[src/rtl/seg16_msg_loader.sv]
// Stream-loaded message buffer that scrolls ASCII text across a two-digit
// active-low 16-segment display (LEDa left, LEDb right).
module seg16_msg_loader #(
  parameter int unsigned DEPTH    = 32,
  parameter int unsigned STEP_DIV = 22,
  parameter int unsigned GAP      = 2
) (
  input  logic        clk,
  input  logic        rst_n,
  input  logic [7:0]  char_in,
  input  logic        char_valid,
  output logic        char_ready,
  input  logic        clear,
  output logic        busy,
  output logic [6:0]  msg_len,
  output logic [15:0] LEDa,
  output logic [15:0] LEDb
);

  localparam int unsigned AW      = (DEPTH > 1) ? $clog2(DEPTH) : 1;
  localparam logic [6:0]  DEPTH_L = 7'(DEPTH);
  localparam logic [1:0]  GAP_L   = 2'(GAP);
  localparam logic [15:0] BLANK   = 16'hFFFF;

  // Active-high segment masks; glyphs are stored inverted (active-low).
  localparam logic [15:0] SEG_A  = 16'hC000;
  localparam logic [15:0] SEG_B  = 16'h2000;
  localparam logic [15:0] SEG_C  = 16'h1000;
  localparam logic [15:0] SEG_D  = 16'h0C00;
  localparam logic [15:0] SEG_E  = 16'h0200;
  localparam logic [15:0] SEG_F  = 16'h0100;
  localparam logic [15:0] SEG_G1 = 16'h0080;
  localparam logic [15:0] SEG_G2 = 16'h0040;
  localparam logic [15:0] SEG_H  = 16'h0020;
  localparam logic [15:0] SEG_I  = 16'h0010;
  localparam logic [15:0] SEG_J  = 16'h0008;
  localparam logic [15:0] SEG_K  = 16'h0004;
  localparam logic [15:0] SEG_L  = 16'h0002;
  localparam logic [15:0] SEG_M  = 16'h0001;
  localparam logic [15:0] SEG_G  = SEG_G1 | SEG_G2;

  typedef enum logic {
    ST_LOAD   = 1'b0,
    ST_SCROLL = 1'b1
  } state_t;

  state_t               state, state_d;
  logic [7:0]           mem [DEPTH];
  logic [AW-1:0]        rd_ptr, rd_ptr_d;
  logic [1:0]           gap_cnt, gap_cnt_d;
  logic [STEP_DIV-1:0]  presc, presc_d;
  logic [6:0]           msg_len_d;
  logic                 char_ready_d, busy_d, wr_en;
  logic [15:0]          led_a_d, led_b_d;

  logic                 is_nl, xfer, tick, last_char;
  logic [7:0]           rd_char;

  // Font lookup; lowercase folds to uppercase, unmapped codes are blank.
  function automatic logic [15:0] glyph(input logic [7:0] c);
    logic [7:0] u;
    u = (c >= 8'h61 && c <= 8'h7A) ? c - 8'h20 : c;
    case (u)
      "A":     glyph = 16'h0C3F;
      "B":     glyph = 16'h033F;
      "C":     glyph = 16'h30FF;
      "D":     glyph = ~(SEG_A | SEG_B | SEG_C | SEG_D | SEG_I | SEG_L);
      "E":     glyph = ~(SEG_A | SEG_D | SEG_E | SEG_F | SEG_G);
      "F":     glyph = ~(SEG_A | SEG_E | SEG_F | SEG_G1);
      "G":     glyph = ~(SEG_A | SEG_C | SEG_D | SEG_E | SEG_F | SEG_G2);
      "H":     glyph = 16'hCC3F;
      "I":     glyph = ~(SEG_A | SEG_D | SEG_I | SEG_L);
      "J":     glyph = ~(SEG_B | SEG_C | SEG_D | SEG_E);
      "K":     glyph = ~(SEG_E | SEG_F | SEG_G1 | SEG_J | SEG_M);
      "L":     glyph = ~(SEG_D | SEG_E | SEG_F);
      "M":     glyph = 16'hCCD7;
      "N":     glyph = ~(SEG_B | SEG_C | SEG_E | SEG_F | SEG_H | SEG_M);
      "O":     glyph = 16'h00FF;
      "P":     glyph = 16'h1C3F;
      "Q":     glyph = ~(SEG_A | SEG_B | SEG_C | SEG_D | SEG_E | SEG_F | SEG_M);
      "R":     glyph = ~(SEG_A | SEG_B | SEG_E | SEG_F | SEG_G | SEG_M);
      "S":     glyph = ~(SEG_A | SEG_C | SEG_D | SEG_F | SEG_G);
      "T":     glyph = ~(SEG_A | SEG_I | SEG_L);
      "U":     glyph = ~(SEG_B | SEG_C | SEG_D | SEG_E | SEG_F);
      "V":     glyph = ~(SEG_E | SEG_F | SEG_J | SEG_K);
      "W":     glyph = ~(SEG_B | SEG_C | SEG_E | SEG_F | SEG_K | SEG_M);
      "X":     glyph = ~(SEG_H | SEG_J | SEG_K | SEG_M);
      "Y":     glyph = 16'hFFD5;
      "Z":     glyph = ~(SEG_A | SEG_D | SEG_J | SEG_K);
      "0":     glyph = ~(SEG_A | SEG_B | SEG_C | SEG_D | SEG_E | SEG_F | SEG_J | SEG_K);
      "1":     glyph = ~(SEG_B | SEG_C | SEG_J);
      "2":     glyph = ~(SEG_A | SEG_B | SEG_D | SEG_E | SEG_G);
      "3":     glyph = ~(SEG_A | SEG_B | SEG_C | SEG_D | SEG_G2);
      "4":     glyph = ~(SEG_B | SEG_C | SEG_F | SEG_G);
      "5":     glyph = ~(SEG_A | SEG_C | SEG_D | SEG_F | SEG_G);
      "6":     glyph = ~(SEG_A | SEG_C | SEG_D | SEG_E | SEG_F | SEG_G);
      "7":     glyph = ~(SEG_A | SEG_B | SEG_C);
      "8":     glyph = ~(SEG_A | SEG_B | SEG_C | SEG_D | SEG_E | SEG_F | SEG_G);
      "9":     glyph = ~(SEG_A | SEG_B | SEG_C | SEG_D | SEG_F | SEG_G);
      default: glyph = BLANK;
    endcase
  endfunction

  assign is_nl     = (char_in == 8'h0A);
  assign xfer      = (state == ST_LOAD) & char_valid & char_ready & ~clear;
  assign tick      = &presc;
  assign last_char = (7'(rd_ptr) == (msg_len - 7'd1));
  assign rd_char   = mem[rd_ptr];

  // State register.
  always_ff @(posedge clk or negedge rst_n) begin
    if (!rst_n) state <= ST_LOAD;
    else        state <= state_d;
  end

  // Next state: newline commits a non-empty message, a full buffer auto-commits.
  always_comb begin
    state_d = state;
    if (clear) begin
      state_d = ST_LOAD;
    end else if (xfer) begin
      if (is_nl) begin
        if (msg_len != 7'd0) state_d = ST_SCROLL;
      end else if (msg_len == DEPTH_L - 7'd1) begin
        state_d = ST_SCROLL;
      end
    end
  end

  // Next values of registered outputs and scroll datapath.
  always_comb begin
    msg_len_d = msg_len;
    rd_ptr_d  = rd_ptr;
    gap_cnt_d = gap_cnt;
    presc_d   = presc;
    led_a_d   = LEDa;
    led_b_d   = LEDb;
    wr_en     = 1'b0;

    if (clear || state == ST_LOAD) begin
      rd_ptr_d  = '0;
      gap_cnt_d = '0;
      presc_d   = '0;
      led_a_d   = BLANK;
      led_b_d   = BLANK;
      if (clear) begin
        msg_len_d = '0;
      end else if (xfer && !is_nl) begin
        wr_en     = 1'b1;
        msg_len_d = msg_len + 7'd1;
      end
    end else begin
      presc_d = presc + STEP_DIV'(1);
      if (tick) begin
        led_a_d = LEDb;
        if (gap_cnt != 2'd0) begin
          led_b_d   = BLANK;
          gap_cnt_d = gap_cnt - 2'd1;
        end else begin
          led_b_d = glyph(rd_char);
          if (last_char) begin
            rd_ptr_d  = '0;
            gap_cnt_d = GAP_L;
          end else begin
            rd_ptr_d  = rd_ptr + AW'(1);
          end
        end
      end
    end

    busy_d       = (state_d == ST_SCROLL);
    char_ready_d = (state_d == ST_LOAD) && !clear && (msg_len_d < DEPTH_L);
  end

  // Output and datapath registers.
  always_ff @(posedge clk or negedge rst_n) begin
    if (!rst_n) begin
      msg_len    <= '0;
      rd_ptr     <= '0;
      gap_cnt    <= '0;
      presc      <= '0;
      LEDa       <= BLANK;
      LEDb       <= BLANK;
      busy       <= 1'b0;
      char_ready <= 1'b1;
    end else begin
      msg_len    <= msg_len_d;
      rd_ptr     <= rd_ptr_d;
      gap_cnt    <= gap_cnt_d;
      presc      <= presc_d;
      LEDa       <= led_a_d;
      LEDb       <= led_b_d;
      busy       <= busy_d;
      char_ready <= char_ready_d;
    end
  end

  // Message storage; contents are don't-care until written.
  always_ff @(posedge clk) begin
    if (wr_en) mem[msg_len[AW-1:0]] <= char_in;
  end

endmodule
[config.mk]
export PLATFORM = sky130hd
export DESIGN_NAME = seg16_msg_loader
export DESIGN_NICKNAME = d
export VERILOG_FILES = /design/src/rtl/seg16_msg_loader.sv
export SDC_FILE = /design/constraint.sdc
export NUM_CORES = 1
export LEC_CHECK = 0
export BUFFER_PORTS_ARGS = -buffer_cell sky130_fd_sc_hd__buf_2
export CAP_MARGIN = 30
export CORE_MARGIN = 5
export CORE_UTILIZATION = 55
export CTS_CLUSTER_DIAMETER = 120
export DETAILED_ROUTE_END_ITERATION = 10
export PLACE_DENSITY = 0.77
export SLEW_MARGIN = 40
export SYNTH_ARGS = -nofsm -noshare
export SYNTH_HDL_FRONTEND = slang
export SYNTH_SLANG_ARGS = --single-unit
[constraint.sdc]
create_clock -name clk -period 3.3 [get_ports clk]
set_clock_uncertainty 0.15 [all_clocks]
set_input_delay 0.495 -clock clk [delete_from_list [all_inputs] [get_ports clk]]
set_output_delay 0.495 -clock clk [all_outputs]
set_load 0.02 [all_outputs]
==> summary.txt <==
Status: complete, but fails checks
Failing checks: setup timing
Slew at the pin closest to its max-slew limit: 820.0 ps
Critical Path Slowest Stage Cell: mux4_2
Worst-Skew Late Latency: 570 ps
Switching power: 1.690 mW
Routing usage on met3: 0.04065
Remaining antenna violation count: 0
Post-DP HPWL: 22550 um
Post-synth EDFFs: 256
First-pass GRT wire length: 53960 um
DR pass1 iterations: 5
CP max stage delay: 530 ps
Hold Slack: 63.25 ps
Commonest non-fill, non-tap cell in the layout: edfxtp_1
Power share of the clock group: 0.445
Met1 usage: 0.3324
Setup CP Type: flop to flop
Max VDD drop: 0.5400 mV
PwrDens: 498.6 nW/um^2
Combinational power share: 0.029
Share of cells above drive strength 1: 0.3257
Power Internal: 6.679 mW
CTS tree: built
Slew margin rel.: 0.4513
Final hold viol count: 0
GRT Total Usage: 0.2463
Leakage: 5.706 nW
RSZ-0062 raised after global routing: yes
Register area share after synthesis: 0.6666
Hold Crit Class: input port to flop
Largest net degree at the start of global routing: 33
Met2 GRT Util: 0.4136
Post-layout min period: 3489 ps
Critical path startpoint: rd_ptr[0]$_DFFE_PN0P_
Max Fclk: 286.6 MHz
Worst Path Required: 3620 ps
Crit Reg-Reg Endpoint: LEDb[5]$_DFFE_PN1P_
Gr ovfl total: 0
Sw frac: 0.2019
Crit path DAT: 3810 ps
Critical path peak fanout: 9
Sum of negative setup slack: -1840 ps
Post-Syn Nets: 958
Sink Count: 322
Flop pwr share: 0.525
Max-Cap Viols: 0
Final net count: 1101
Final Cell Area: 16790 um^2
Most frequent cells in the layout: edfxtp_1 (256), buf_4 (95), nor2_1 (88), nand2_1 (59), mux4_2 (53)
CTS Root Cell: clkbuf_16
Placed cells: 1345
R2r startpoint: rd_ptr[0]$_DFFE_PN0P_
Critical Path Start Type: flop
CP endpoint: LEDb[5]$_DFFE_PN1P_
Worst r2r path cells: 12
Die W: 169.9 um
CTS Buf Count: 31
Die height: 169.9 um
Main synth FF type: edfxtp_1
Cell Chain, Critical Path: buf_12 > mux4_2 > mux4_2 > mux2i_4 > buf_4 > ha_4 > nand4b_1 > a211o_1 > a41oi_2 > nor3_4 > buf_12 > a31oi_4
Initial antenna violation count: 0
WL/cell: 24.74 um
Fin. max-slew vios: 0
Vias per inst: 6.204
Place WS: -277.7 ps
Placed Area: 15210 um^2
Initial drt markers: 959
Drt drc: 0
Vias: 8847
Setup slack, reg-to-reg: -190 ps
Top-Level Pins: 53
Ant diodes: 0
Synth async-reset ratio: 0.2050
H-tree levels: 1
Clock-pin slew on the worst setup and hold paths: 60 ps
Port Buffer Count: 52
Clock Path Buffers: 3
Routed WL: 35280 um
Synth Warn #: 0
Tcrit/Tclk final: 1.057
Distinct cells, synth: 71
Final setup margin: -188.6 ps
Area Overhead vs Synth: 19.36%
Post-Synthesis Cells: 928
Post-Layout Cell Count: 1426
Post-Syn Area: 14060 um^2
Mapped Avg Cell Area: 15.15 um^2
GPL Wtd Cong: 0.9067
#FFs+latches synth: 322
Num rows: 58
Core area: 25180 um^2
Vias in the first global route: 8950
Setup violators final: 14
Gr busiest metal: met2
Die area: 28870 um^2
Initial Util: 0.5585
Critical Path End Type: flop
## cells by family after synthesis
kind of cell,synth area share
DFF,0.6666
and+or+nand+nor,0.08950
AOI/OAI and AO/OA,0.06601
muxes,0.1228
buffers and inverters,0.02349
xor gates and xnor gates,0.01557
adders and majority gates,0.01601
## synthesized netlist by cell type (13+ instances only)
master      n  area [um^2]
nand4_1    13        81.33
mux2i_1    33        330.3
nand3_1    35        175.2
inv_1      15        56.30
mux4_2     53         1194
mux2_2     13        146.4
nor2_1     90        337.8
clkbuf_1   22        82.58
buf_2      15        75.07
dfstp_2    29        762.0
o22ai_1    13        81.33
dfrtp_1    37        925.9
o21ai_0    21        105.1
ha_1       18        225.2
xnor2_1    13        113.9
edfxtp_1  256         7687
a21oi_1    27        135.1
nand2_1    63        236.5
## worst max-delay path: cells and delay by family (launching register included)
family,cells,cell delay (ps)
buffers and inverters,3,490
flip-flops,1,500
AND/OR/NAND/NOR,2,380
AO/OA/AOI/OAI,3,420
adder cells (fa/ha/maj),1,140
multiplexers,3,1300
## area by class of cell
| cell class | count | area (um^2) |
|---|---|---|
| inverters | 16 | 62.56 |
| repair buffers | 162 | 1219 |
| fillers | 1624 | 8396 |
| well taps | 330 | 412.9 |
| flip-flops and latches | 322 | 9380 |
| clock buffers | 35 | 790.8 |
| multi-input cells | 538 | 4631 |
| clock inverters | 23 | 290.3 |
## registers in the layout, summed over array words and instances (netlist names)
register / count
msg_len: 7
LEDb: 14
gap_cnt: 2
LEDa: 14
rd_ptr: 5
mem: 256
presc: 22
busy: 1
char_ready: 1
## power by group through the flow
stage | combinational, mW | sequential, mW | clock (mW)
floorplan | 0.0827 | 4.49 | 0
global placement | 0.220 | 4.48 | 0
detailed placement | 0.224 | 4.48 | 0
CTS | 0.234 | 4.40 | 3.76
global route | 0.265 | 4.40 | 3.94
finish | 0.246 | 4.40 | 3.73
## through the flow
step / power (mW) / utilization
floorplan: 4.568 / -
global placement: 4.701 / 0.6038
detailed placement: 4.705 / 0.6040
CTS: 8.391 / 0.6602
global route: 8.597 / 0.6666
finish: 8.370 / 0.6666
## worst min path at each step
stage                       start                    to  slack, ps  cells after the start
5_1_grt                char_in[1]  mem[18][1]$_DFFE_PP_         60                      1
2_1_floorplan               rst_n        busy$_DFF_PN0_         50                      0
3_3_place_gp   presc[0]$_DFF_PN0_    presc[0]$_DFF_PN0_        300                      1
4_1_cts                char_in[1]  mem[18][1]$_DFFE_PP_         70                      1
3_5_place_dp   presc[0]$_DFF_PN0_    presc[0]$_DFF_PN0_        300                      1
6_report               char_in[1]  mem[18][1]$_DFFE_PP_         60                      1
## routing by layer
layer  share of wire  up-vias
met4           0.039        0
met5               0        -
li1                -     3892
met3           0.076       79
met2            0.50      429
met1            0.38     4447
## timing repair
action / 4_1_cts / 5_1_grt
cloned: 2 / 0
pin swaps: 14 / 13
gates resized for setup: 27 / 31
buffers inserted: 15 / 8
endpoints found under the setup margin: 14 / 18
hold buffers: 1 / 0
endpoints found under the hold margin: 24 / 0
Power figures use the tool's default switching activity.
